$ cat src/rtl/avalon_pwm_pkg.sv
// Shared register map and bit positions for the multi-channel Avalon PWM block.
package avalon_pwm_pkg;

   // Word offsets of the register map
   localparam int unsigned OFS_CTRL    = 32'd0;
   localparam int unsigned OFS_PERIOD  = 32'd1;
   localparam int unsigned OFS_POL     = 32'd2;
   localparam int unsigned OFS_STATUS  = 32'd3;
   localparam int unsigned OFS_DUTY0   = 32'd4;

   // CTRL bit positions
   localparam int unsigned CTRL_RUN    = 32'd0;
   localparam int unsigned CTRL_COMMIT = 32'd1;
   localparam int unsigned CTRL_IRQ_EN = 32'd2;

   // STATUS bit positions
   localparam int unsigned STAT_WRAP   = 32'd0;
   localparam int unsigned STAT_PEND   = 32'd1;

endpackage

$ cat src/rtl/avalon_pwm_multi_channel.sv
// One PWM channel: active duty register loaded at the shared load point,
// unsigned compare against the shared counter, polarity XOR, output flop.
module pwm_channel #(
   parameter int CNT_W = 8
) (
   input  logic             clk,
   input  logic             reset,
   input  logic             load_i,
   input  logic [CNT_W-1:0] duty_sh_i,
   input  logic             run_i,
   input  logic [CNT_W-1:0] cnt_i,
   input  logic             pol_i,
   output logic             pwm_o
);

   logic [CNT_W-1:0] duty_a_q;
   logic [CNT_W-1:0] duty_a_d;
   logic             pwm_q;
   logic             pwm_d;

   // Take the shadow duty only at the load point so a period never sees a partial update
   always_comb begin
      duty_a_d = duty_a_q;
      if (load_i) begin
         duty_a_d = duty_sh_i;
      end else begin
         duty_a_d = duty_a_q;
      end
   end

   // Active while counter is below duty; polarity flips the idle/active levels
   always_comb begin
      pwm_d = (run_i & (cnt_i < duty_a_q)) ^ pol_i;
   end

   // Active duty and registered output
   always_ff @(posedge clk or posedge reset) begin
      if (reset) begin
         duty_a_q <= {CNT_W{1'b0}};
         pwm_q    <= 1'b0;
      end else begin
         duty_a_q <= duty_a_d;
         pwm_q    <= pwm_d;
      end
   end

   assign pwm_o = pwm_q;

endmodule

$ cat src/rtl/avalon_pwm_multi.sv
// Multi-channel PWM with Avalon-MM slave: shadowed period/duty committed at
// period wrap, per-channel polarity, sticky wrap flag and level interrupt.
module avalon_pwm_multi
   import avalon_pwm_pkg::*;
#(
   parameter int N_CH   = 6,
   parameter int CNT_W  = 8,
   parameter int ADDR_W = 4
) (
   input  logic              clk,
   input  logic              reset,
   input  logic [ADDR_W-1:0] avs_address,
   input  logic              avs_write,
   input  logic [31:0]       avs_writedata,
   input  logic              avs_read,
   output logic [31:0]       avs_readdata,
   output logic [N_CH-1:0]   pwm_out,
   output logic              irq
);

   logic             run_q, run_d;
   logic             irq_en_q, irq_en_d;
   logic [CNT_W-1:0] period_sh_q, period_sh_d;
   logic [N_CH-1:0]  pol_q, pol_d;
   logic [CNT_W-1:0] duty_sh_q [N_CH];
   logic [CNT_W-1:0] duty_sh_d [N_CH];
   logic             pending_q, pending_d;
   logic             wrap_q, wrap_d;
   logic [CNT_W-1:0] cnt_q, cnt_d;
   logic [CNT_W-1:0] period_a_q, period_a_d;
   logic             irq_q, irq_d;
   logic [31:0]      rdata_q, rdata_d;

   logic             wr_ctrl_s, wr_status_s, commit_s;
   logic             at_end_s, load_s;
   logic [31:0]      rd_s;
   logic [N_CH-1:0]  pwm_s;
   logic             unused_wdata_s;

   assign unused_wdata_s = ^avs_writedata;

   // Address decode and the shared load point
   always_comb begin
      wr_ctrl_s   = avs_write & (avs_address == ADDR_W'(OFS_CTRL));
      wr_status_s = avs_write & (avs_address == ADDR_W'(OFS_STATUS));
      commit_s    = wr_ctrl_s & avs_writedata[CTRL_COMMIT];
      at_end_s    = run_q & (cnt_q == period_a_q);
      load_s      = pending_q & (at_end_s | ~run_q);
   end

   // Shadow register writes; bits above each field width are dropped
   always_comb begin
      run_d       = run_q;
      irq_en_d    = irq_en_q;
      period_sh_d = period_sh_q;
      pol_d       = pol_q;
      duty_sh_d   = duty_sh_q;
      if (wr_ctrl_s) begin
         run_d    = avs_writedata[CTRL_RUN];
         irq_en_d = avs_writedata[CTRL_IRQ_EN];
      end else begin
         run_d    = run_q;
         irq_en_d = irq_en_q;
      end
      if (avs_write && (avs_address == ADDR_W'(OFS_PERIOD))) begin
         period_sh_d = avs_writedata[CNT_W-1:0];
      end else begin
         period_sh_d = period_sh_q;
      end
      if (avs_write && (avs_address == ADDR_W'(OFS_POL))) begin
         pol_d = avs_writedata[N_CH-1:0];
      end else begin
         pol_d = pol_q;
      end
      for (int i = 0; i < N_CH; i++) begin
         if (avs_write && (avs_address == ADDR_W'(OFS_DUTY0 + i))) begin
            duty_sh_d[i] = avs_writedata[CNT_W-1:0];
         end else begin
            duty_sh_d[i] = duty_sh_q[i];
         end
      end
   end

   // Pending, counter, active period, wrap flag and irq next state
   always_comb begin
      pending_d  = pending_q;
      cnt_d      = cnt_q;
      period_a_d = period_a_q;
      wrap_d     = wrap_q;
      // a commit landing on a load cycle must survive for the next load
      if (commit_s) begin
         pending_d = 1'b1;
      end else if (load_s) begin
         pending_d = 1'b0;
      end else begin
         pending_d = pending_q;
      end
      if (!run_q) begin
         cnt_d = {CNT_W{1'b0}};
      end else if (at_end_s) begin
         cnt_d = {CNT_W{1'b0}};
      end else begin
         cnt_d = cnt_q + {{(CNT_W-1){1'b0}}, 1'b1};
      end
      if (load_s) begin
         period_a_d = period_sh_q;
      end else begin
         period_a_d = period_a_q;
      end
      // a wrap in the same cycle as a W1C keeps the flag set
      if (at_end_s) begin
         wrap_d = 1'b1;
      end else if (wr_status_s && avs_writedata[STAT_WRAP]) begin
         wrap_d = 1'b0;
      end else begin
         wrap_d = wrap_q;
      end
      irq_d = wrap_q & irq_en_q;
   end

   // Readback of shadow values; unmapped addresses read 0
   always_comb begin
      rd_s = 32'd0;
      case (avs_address)
         ADDR_W'(OFS_CTRL): begin
            rd_s[CTRL_RUN]    = run_q;
            rd_s[CTRL_IRQ_EN] = irq_en_q;
         end
         ADDR_W'(OFS_PERIOD): rd_s = 32'(period_sh_q);
         ADDR_W'(OFS_POL):    rd_s = 32'(pol_q);
         ADDR_W'(OFS_STATUS): begin
            rd_s[STAT_WRAP] = wrap_q;
            rd_s[STAT_PEND] = pending_q;
         end
         default: begin
            for (int i = 0; i < N_CH; i++) begin
               rd_s = rd_s | ((avs_address == ADDR_W'(OFS_DUTY0 + i)) ? 32'(duty_sh_q[i]) : 32'd0);
            end
         end
      endcase
      rdata_d = avs_read ? rd_s : 32'd0;
   end

   // All block state
   always_ff @(posedge clk or posedge reset) begin
      if (reset) begin
         run_q       <= 1'b0;
         irq_en_q    <= 1'b0;
         period_sh_q <= {CNT_W{1'b0}};
         pol_q       <= {N_CH{1'b0}};
         for (int i = 0; i < N_CH; i++) begin
            duty_sh_q[i] <= {CNT_W{1'b0}};
         end
         pending_q   <= 1'b0;
         wrap_q      <= 1'b0;
         cnt_q       <= {CNT_W{1'b0}};
         period_a_q  <= {CNT_W{1'b0}};
         irq_q       <= 1'b0;
         rdata_q     <= 32'd0;
      end else begin
         run_q       <= run_d;
         irq_en_q    <= irq_en_d;
         period_sh_q <= period_sh_d;
         pol_q       <= pol_d;
         duty_sh_q   <= duty_sh_d;
         pending_q   <= pending_d;
         wrap_q      <= wrap_d;
         cnt_q       <= cnt_d;
         period_a_q  <= period_a_d;
         irq_q       <= irq_d;
         rdata_q     <= rdata_d;
      end
   end

   for (genvar g = 0; g < N_CH; g++) begin : g_ch
      pwm_channel #(.CNT_W(CNT_W)) u_ch (
         .clk       (clk),
         .reset     (reset),
         .load_i    (load_s),
         .duty_sh_i (duty_sh_q[g]),
         .run_i     (run_q),
         .cnt_i     (cnt_q),
         .pol_i     (pol_q[g]),
         .pwm_o     (pwm_s[g])
      );
   end

   assign pwm_out      = pwm_s;
   assign irq          = irq_q;
   assign avs_readdata = rdata_q;

endmodule
$ cat config.mk
export PLATFORM = sky130hd
export DESIGN_NAME = avalon_pwm_multi
export DESIGN_NICKNAME = d
export VERILOG_FILES = /design/src/rtl/avalon_pwm_pkg.sv /design/src/rtl/avalon_pwm_multi_channel.sv /design/src/rtl/avalon_pwm_multi.sv
export SDC_FILE = /design/constraint.sdc
export NUM_CORES = 1
export LEC_CHECK = 0
export BUFFER_PORTS_ARGS = -buffer_cell sky130_fd_sc_hd__clkbuf_2
export CAP_MARGIN = 20
export CELL_PAD_IN_SITES_DETAIL_PLACEMENT = 0
export CELL_PAD_IN_SITES_GLOBAL_PLACEMENT = 1
export CORE_ASPECT_RATIO = 0.8
export CORE_MARGIN = 5
export CORE_UTILIZATION = 43
export CTS_CLUSTER_DIAMETER = 150
export DETAILED_ROUTE_END_ITERATION = 7
export PLACE_DENSITY_LB_ADDON = 0.1
export SKIP_CTS_REPAIR_TIMING = 1
export SLEW_MARGIN = 5
export SYNTH_ARGS = -nofsm -noshare
export SYNTH_HDL_FRONTEND = slang
export SYNTH_HIERARCHICAL = 1
export SYNTH_SLANG_ARGS = --single-unit
$ cat constraint.sdc
create_clock -name clk -period 3.1 [get_ports clk]
set_input_delay 0.62 -clock clk [delete_from_list [all_inputs] [get_ports clk]]
set_output_delay 0.62 -clock clk [all_outputs]
set_load 0.05 [all_outputs]
==> results of run 1 <==
==> worst paths after layout <==
path                       slack (ps)                        to  cells after the start                     start
min in group clk                  510  g_ch[2].u_ch/duty_a_q[1]                      2  g_ch[2].u_ch/duty_a_q[1]
hold / removal                    370                  cnt_q[5]                      2                     reset
setup / recovery                 1010  g_ch[2].u_ch/duty_a_q[7]                      9                  cnt_q[2]
setup reg to reg                 1010  g_ch[2].u_ch/duty_a_q[7]                      9                  cnt_q[2]
max in group asynchronous        2020             duty_sh_q[34]                      3                     reset
hold reg to reg                   510  g_ch[2].u_ch/duty_a_q[1]                      2  g_ch[2].u_ch/duty_a_q[1]
==> Yosys cell counts (all sizes together) (2+ instances only) <==
library cell	count	area [sq um]
dfrtp	145	3630
mux2	76	856
nand2	56	210
inv	50	188
o21ai	50	254
buf	43	295
ha	43	538
nand3	26	145
nor2	18	72.6
o211ai	17	128
nand2b	15	139
xnor2	15	131
and3	13	87.6
clkbuf	13	48.8
a21oi	10	50.1
a21o	8	60.1
nand4	8	50.1
o21a	8	60.1
nand3b	7	52.6
o311ai	7	98.9
a2111oi	6	165
and2	5	31.3
and2b	5	43.8
mux2i	5	50.1
nor2b	5	33.8
xor2	5	43.8
a22oi	4	30.0
a31oi	3	18.8
o211a	3	30.0
a21boi	2	15.0
a22o	2	17.5
a32oi	2	17.5
o221ai	2	17.5
==> power by group through the flow <==
stage | Combinational, mW | Clock [mW] | Sequential (mW)
after floorplan | 1.20 | 0 | 2.75
after global placement | 1.69 | 0 | 2.67
after detailed placement | 1.73 | 0 | 2.68
after CTS | 1.74 | 2.19 | 2.65
after global routing | 1.89 | 2.26 | 2.70
final | 1.73 | 2.14 | 2.65
==> worst max-delay path: cells and delay by family, from the launching register on <==
kind	cells	cell delay, ps
AOI/OAI and AO/OA	2	280
xor gates and xnor gates	1	160
buffers and inverters	3	650
DFF	1	360
and+or+nand+nor	3	530
==> metrics by stage <==
stage	worst slack (ps)	power (mW)
after global placement	765	4.36
after floorplan	116	3.95
after CTS	996	6.58
after detailed placement	767	4.42
after global routing	862	6.86
final	1010	6.52
==> cell type report <==
type / count / area (sq um)
Antenna cell: 1 / 2.50
Clock buffer: 22 / 484
Clock inverter: 10 / 131
Fill cell: 1613 / 8770
Inverter: 50 / 190
Multi-Input combinational cell: 461 / 3640
Sequential cell: 145 / 3630
Tap cell: 225 / 282
Timing Repair Buffer: 52 / 353
==> logic make-up after synthesis <==
| logic type | Yosys count | synth area share, % |
|---|---|---|
| AND/OR/NAND/NOR | 162 | 11.6 |
| AO/OA/AOI/OAI | 130 | 13.1 |
| multiplexers | 82 | 12.0 |
| other | 1 | 0.0486 |
| XOR/XNOR | 20 | 2.27 |
| buffers and inverters | 106 | 6.89 |
| adder cells (fa/ha/maj) | 43 | 6.97 |
| flip-flops | 145 | 47.0 |
==> per-layer routing <==
layer	track usage, %	vias to the layer above	share of wire, %
li1	-	2456	-
met1	30.1	2691	48
met2	33.2	155	45
met3	4.93	11	5.5
met4	4.45	0	0.70
met5	0	-	0
==> flip-flops by register name (all words and copies together), names as in the netlist <==
signal	cells
wrap_q	1
period_sh_q	8
duty_sh_q	48
g_ch.u_ch/pwm_o	6
avs_readdata	8
irq	1
pol_q	6
irq_en_q	1
period_a_q	8
cnt_q	8
pending_q	1
g_ch.u_ch/duty_a_q	48
run_q	1
==> summary.md, run 1 <==
| Metric | Value |
|---|---|
| Outcome | finished, final reports clean |
| Via count | 5313 |
| Startpoint Class | flop |
| Sequential area share after synthesis | 47.0% |
| YS warnings | 6 |
| Placed cell areas | 8100 sq um |
| Core Region | 17500 sq um |
| Clock Skew | 11.4 ps |
| Switching pwr | 2.09 mW |
| Most frequent cells in the layout | dfrtp_1, mux2_2, nand2_1, inv_1, ha_1 |
| RSZ-0062 raised after global routing | no |
| Port buffer count | 30 |
| Crit path cell chain | buf_4 -> xnor2_1 -> nand4_1 -> o21ai_2 -> and2_2 -> buf_12 -> buf_4 -> nand2_1 -> o21ai_0 |
| WL per Instance | 21.9 um |
| Full die area | 20700 sq um |
| Pwr dens | 749 nW/um^2 |
| Post-synth EDFFs | 0 |
| Crit path max-delay cell type | dfrtp_1 |
| Internal power | 4.43 mW |
| Main synth FF type | dfrtp_1 |
| All-Layer GR Usage | 21.1% |
| Congestion Overflow GR | 0 |
| Vias per inst | 5.50 |
| Antenna Nets Post-Route | 0 |
| Final Slew Violations | 0 |
| Max Freq | 478 MHz |
| Layout Cells excl Fill | 966 |
| Mapped Avg Cell Area | 11.2 sq um |
| Finished Core Util | 49.8% |
| Most common cell after layout, fill and taps aside | dfrtp_1 |
| CTS clk-pin slew, worst paths | 60 ps |
| Mapped Cells | 689 |
| CP peak stage delay | 360 ps |
| NumNets Final | 810 |
| Worst ir drop on vdd | 0.287 mV |
| Hold/Removal Path Class | primary input to asynchronous set/reset pin |
| Die Ht | 130 um |
| Ys async rst share | 100% |
| Worst-margin pin slew | 502 ps |
| Req. time, crit path | 3430 ps |
| Hold_ws | 370 ps |
| Routed Wire Length | 21.2 mm |
| DRT iter0 DRCs | 356 |
| Dpl cells | 933 |
| Sw frac | 32.1% |
| Share of cells above drive strength 1 | 24.7% |
| Clock Tree Buf Depth | 2 |
| Post-route cell area | 8710 sq um |
| Sequential share of power | 40.6% |
| Placer congestion estimate | 0.870 |
| Vias in the first global route | 5384 |
| Starting Density | 44.1% |
| Final Cycle Share | 67.5% |
| Post-route DRC | 0 |
| Static leakage | 3.97 nW |
| CP arrival | 2420 ps |
| Die Wd | 160 um |
| Cell row count | 43 |
| Crit end category | flop |
| Max-cap violations | 0 |
| Final min period | 2090 ps |
| Synth cell types | 58 |
| Slew HR | 66.5% |
| First drt pass iteration count | 5 |
| Count of final setup violators | 0 |
| Critical Path Most Common Cell | buf_4 |
| Num CTS Buffers | 17 |
| Clk_lat worst skew | 430 ps |
| Seq cells post-synth | 145 |
| Comb pwr share | 26.5% |
| CTS tree | done |
| Post-detail-place hpwl | 14.8 mm |
| Initial antenna violation count | 0 |
| Io pins | 79 |
| Pin count of the biggest net entering global routing | 74 |
| Total clock sinks | 145 |
| Setup TNS | 0 ps |
| Clk pwr share | 32.8% |
| Max Fanout on Critical Path | 28 |
| WS Path Type | flop to flop |
| Final hold viol count | 0 |
| H-tree levels | 4 |
| Root Driver | clkbuf_16 |
| Area Overhead vs Synth | 12.9% |
| First-pass GRT wire length | 32.8 mm |
| Mapped cell area | 7720 sq um |
Note: power is estimated with default switching activity, not from simulation.
==> run 2: changes to the inputs <==
- clock period: 3.1 -> 1.8 ns (I/O delays scaled with it)
==> run 2 against run 1 <==
Die area is the same; first-iteration DRC count increased by 26%; worst setup slack got worse by 1100 ps; global-route usage decreased by 0.33 points; power increased by 72%; the flow now finishes with violations (setup timing); critical path type unchanged; largest cell class unchanged; fmax increased by 8.1%.
==> summary.md, run 2 (synthesis gave the netlist of run 1 again) <==
| Metric | Value |
|---|---|
| Post-Place Worst Slack | -74.7 ps |
| CP arrival | 2240 ps |
| Setup TNS | -750 ps |
| Pwr dens | 1220 nW/um^2 |
| Clock Tree Buf Depth | 2 |
| Post-route cell area | 9210 sq um |
| Vias in the first global route | 5443 |
| Hold_ws | 69.6 ps |
| Hold/Removal Path Class | primary input to asynchronous set/reset pin |
| Comb pwr share | 27.9% |
| Crit path max-delay cell type | dfrtp_1 |
| Routed Wire Length | 21.7 mm |
| Clock Skew | 10.4 ps |
| Die Ht | 130 um |
| Crit path cell chain | xnor2_2 -> nand4_1 -> o21ai_4 -> and2_4 -> buf_6 -> mux2_4 |
| Finished Core Util | 52.6% |
| Most common cell after layout, fill and taps aside | dfrtp_1 |
| Final Cycle Share | 108% |
| Starting Density | 44.1% |
| First-pass GRT wire length | 32.4 mm |
| CTS clk-pin slew, worst paths | 60 ps |
| Violated checks | setup timing |
| Power, Total | 11.2 mW |
| Final hold viol count | 0 |
| Pin count of the biggest net entering global routing | 54 |
| Req. time, crit path | 2100 ps |
| Layout Cells excl Fill | 1007 |
| Via count | 5521 |
| Static leakage | 4.22 nW |
| WS Path Type | flop to flop |
| CP peak stage delay | 430 ps |
| First drt pass iteration count | 5 |
| Port buffer count | 30 |
| Final min period | 1940 ps |
| Dpl cells | 960 |
| Antenna Nets Post-Route | 0 |
| Startpoint Class | flop |
| Initial antenna violation count | 0 |
| Io pins | 79 |
| Final WS setup | -137 ps |
| Post-route DRC | 0 |
| Crit end category | flop |
| Worst ir drop on vdd | 0.633 mV |
| Root Driver | clkbuf_16 |
| Post-detail-place hpwl | 15.2 mm |
| Max Freq | 516 MHz |
| CTS tree | done |
| Placed cell areas | 8340 sq um |
| Internal power | 7.61 mW |
| H-tree levels | 4 |
| WL per Instance | 21.6 um |
| Die Wd | 160 um |
| Placer congestion estimate | 0.888 |
| Full die area | 20700 sq um |
| Total clock sinks | 145 |
| Cell row count | 43 |
| NumNets Final | 852 |
| All-Layer GR Usage | 20.7% |
| RSZ-0062 raised after global routing | yes |
| Most frequent cells in the layout | dfrtp_1, mux2_2, nand2_1, inv_1, ha_1 |
| Core Region | 17500 sq um |
| Clk pwr share | 31.2% |
| Share of cells above drive strength 1 | 31.3% |
| Outcome | finished, violations left |
| Largest regs | duty_sh_q: 48 flops, g_ch.u_ch/duty_a_q: 48 flops |
| Sw frac | 32.1% |
| Final Slew Violations | 0 |
| DRT iter0 DRCs | 450 |
| Sequential share of power | 40.9% |
| N_diodes | 0 |
| Vias per inst | 5.48 |
| Area Overhead vs Synth | 19.3% |
| Max-cap violations | 0 |
| Count of final setup violators | 21 |
| Switching pwr | 3.59 mW |
| Clk_lat worst skew | 420 ps |
| Congestion Overflow GR | 0 |
| Num CTS Buffers | 17 |
| Max Fanout on Critical Path | 5 |
-- run 2: changes by cell type in the layout (fill, tap and decap cells not counted), moves of 4 or more --
cell / previous run / this run
buf_4: 19 / 40
o21ai_0: 32 / 14
o21ai_1: 17 / 32
buf_6: 0 / 13
dfrtp_1: 145 / 137
dfrtp_2: 0 / 8
mux2_1: 14 / 8
mux2_4: 0 / 6
clkbuf_1: 1 / 6
nand2_1: 56 / 51
nand2_2: 0 / 5
buf_12: 3 / 7
-- run 2: worst paths after layout --
kind,start,to,slack [ps],cells after the start
setup / recovery,period_a_q[5],g_ch[1].u_ch/duty_a_q[0],-140,6
hold / removal,reset,avs_readdata[0],70,2
setup reg to reg,period_a_q[5],g_ch[1].u_ch/duty_a_q[0],-140,6
hold reg to reg,g_ch[1].u_ch/duty_a_q[3],g_ch[1].u_ch/duty_a_q[3],510,2
max in group asynchronous,reset,duty_sh_q[15],1050,3
min in group clk,avs_read,avs_readdata[4],350,2
-- run 2: worst max-delay path, delay by kind of cell, from the launching register on --
family / cells / cell delay [ps]
compound gates: 1 / 290
xor+xnor: 1 / 170
buf+inv: 1 / 130
flops: 1 / 430
mux: 1 / 290
simple gates: 2 / 490
-- run 2: power by group through the flow --
stage,logic [mW],registers (mW),clock network (mW)
3_5_place_dp,3.03,4.63,0
2_1_floorplan,2.07,4.74,0
3_3_place_gp,2.97,4.61,0
6_report,3.12,4.59,3.50
4_1_cts,3.05,4.57,3.57
5_1_grt,3.42,4.66,3.71
-- run 2: layout make-up --
cell class | count | area, sq um
Sequential cell | 145 | 3640
Tap cell | 225 | 282
Timing Repair Buffer | 92 | 777
Clock buffer | 27 | 503
Clock inverter | 5 | 75.1
Inverter | 50 | 191
Multi-Input combinational cell | 463 | 3740
Fill cell | 1550 | 8280
-- run 2: per-layer routing --
metal	vias up	track usage, %	part of all wire (%)
li1	2548	-	-
met1	2818	30.1	49
met2	138	33.1	46
met3	17	3.54	4.5
met4	0	4.45	1.0
met5	-	0	0
==> run 3: changes to the inputs <==
==> constraint.sdc (replaced) <==
create_clock -name clk -period 1.8 [get_ports clk]
set_input_delay 0.18 -clock clk [delete_from_list [all_inputs] [get_ports clk]]
set_output_delay 0.18 -clock clk [all_outputs]
set_load 0.05 [all_outputs]
==> run 3 against run 2 <==
The run still ends with setup timing left; die area unchanged; worst setup slack better by 66 ps; wire length is 1.7% higher; via count decreased by 1.0%; clock skew shrank 3.2 ps; count of clock-buffer cells in the layout down 4; critical path type unchanged; critical endpoint is now g_ch[2].u_ch/duty_a_q[0]; largest cell class unchanged.
==> summary.md, run 3 (synthesis gave the netlist of run 1 again) <==
| Metric | Value |
|---|---|
| Outcome | finished, violations left |
| Violated checks | setup timing |
| Crit end category | flop |
| Initial antenna violation count | 0 |
| WS Path Type | flop to flop |
| WL per Instance | 22.0 um |
| Count of final setup violators | 10 |
| Final min period | 1870 ps |
| Full die area | 20700 sq um |
| Post-route DRC | 0 |
| Clock Skew | 7.25 ps |
| NumNets Final | 851 |
| Hold Path Depth | 2 |
| Reg2reg path depth | 6 |
| Cell row count | 43 |
| CTS tree | done |
| Most common cell after layout, fill and taps aside | dfrtp_1 |
| Congestion Overflow GR | 0 |
| Pwr dens | 1240 nW/um^2 |
| Clk pwr share | 33.4% |
| Startpoint Class | flop |
| Sequential share of power | 39.4% |
| Dpl cells | 959 |
| Sw frac | 31.8% |
| Max Fanout on Critical Path | 7 |
| Fillers | 1526 |
| Internal power | 8.02 mW |
| Static leakage | 4.38 nW |
| DRT iter0 DRCs | 336 |
| Starting Density | 44.1% |
| Area Overhead vs Synth | 23.0% |
| Layout Cells excl Fill | 1006 |
| Via count | 5465 |
| Io pins | 79 |
| Core Region | 17500 sq um |
| Share of cells above drive strength 1 | 36.5% |
| Req. time, crit path | 2110 ps |
| Root Driver | clkbuf_16 |
| Comb pwr share | 27.2% |
| RSZ-0062 raised after global routing | yes |
| Clk_lat worst skew | 430 ps |
| Max Freq | 535 MHz |
| Largest regs | duty_sh_q: 48 flops, g_ch.u_ch/duty_a_q: 48 flops |
| Final hold viol count | 0 |
| Hold/Removal Path Class | primary input to flop |
| Final Cycle Share | 104% |
| Antenna Nets Post-Route | 0 |
| Num CTS Buffers | 17 |
| H-tree levels | 4 |
| Hold_ws | 135 ps |
| Final Slew Violations | 0 |
| Final WS setup | -70.5 ps |
| Most frequent cells in the layout | dfrtp_1, mux2_2, inv_1, buf_4, ha_1 |
| Max-cap violations | 0 |
| Post-Place Worst Slack | -117 ps |
| Vias per inst | 5.43 |
| Die Ht | 130 um |
| Vias in the first global route | 5445 |
| Port buffer count | 30 |
| Total clock sinks | 145 |
| Pin count of the biggest net entering global routing | 36 |
| CP arrival | 2180 ps |
| Placer congestion estimate | 0.885 |
| Power, Total | 11.8 mW |
| Worst ir drop on vdd | 0.726 mV |
| All-Layer GR Usage | 21.2% |
| N_diodes | 0 |
| Clock Tree Buf Depth | 2 |
| Routed Wire Length | 22.1 mm |
| CTS clk-pin slew, worst paths | 60 ps |
| Setup TNS | -192 ps |
| Die Wd | 160 um |
| First-pass GRT wire length | 32.7 mm |
| Post-detail-place hpwl | 15.3 mm |
| First drt pass iteration count | 7 |
| Switching pwr | 3.74 mW |
-- run 3: cell types whose count changed in the layout (fill, tap and decap cells not counted), moves of 3 or more --
cell,delta
clkbuf_1,-6
buf_12,+3
o21ai_1,-15
nand2_4,+6
buf_6,-11
nand2_2,+11
o21ai_2,+16
buf_4,+3
nand2_1,-17
clkbuf_16,+4
-- run 3: metal layers --
metal,routed length (um),GRT usage (%),part of all wire (%)
met1,10800,30.7,49
met4,405,7.28,1.8
met5,0,0,0
met3,970,3.88,4.4
met2,9920,32.4,45
-- run 3: final cells by class --
type	instances	area (sq um)	share of cell area, %
Tap cell	225	282	2.97
Clock buffer	23	508	5.35
Multi-Input combinational cell	463	3890	41.0
Timing Repair Buffer	91	831	8.75
Clock inverter	9	150	1.58
Sequential cell	145	3640	38.3
Inverter	50	191	2.02
-- run 3: path summary, 6_finish.rpt --
check	slack [ps]	start	to
worst min register to register	500	g_ch[5].u_ch/duty_a_q[3]	g_ch[5].u_ch/duty_a_q[3]
min in group asynchronous	500	reset	g_ch[0].u_ch/duty_a_q[4]
worst min-delay path	140	avs_read	avs_readdata[4]
max in group asynchronous	780	reset	duty_sh_q[36]
worst max register to register	-70	period_a_q[5]	g_ch[2].u_ch/duty_a_q[0]
worst max-delay path	-70	period_a_q[5]	g_ch[2].u_ch/duty_a_q[0]
-- run 3: critical path, cell delays in order, from the launching register on --
cell     delay, ps
dfrtp_1        420
xnor2_2        160
nand4_1        200
o21ai_4        290
and2_4         220
buf_12         150
mux2_4         300
-- run 3: power groups by stage --
stage	logic, mW	registers, mW	clock network [mW]
after floorplan	2.07	4.74	0
after global placement	2.98	4.62	0
after detailed placement	3.04	4.63	0
after CTS	3.06	4.58	4.00
after global routing	3.50	4.70	4.16
final	3.20	4.63	3.93
-- run 3: stage by stage --
step / area [sq um] / utilization [%]
6_report: 9490 / 54.3
5_1_grt: 9490 / 54.3
4_1_cts: 8990 / 51.4
3_5_place_dp: 8340 / 47.7
3_3_place_gp: 8340 / 47.7
2_1_floorplan: 7840 / -
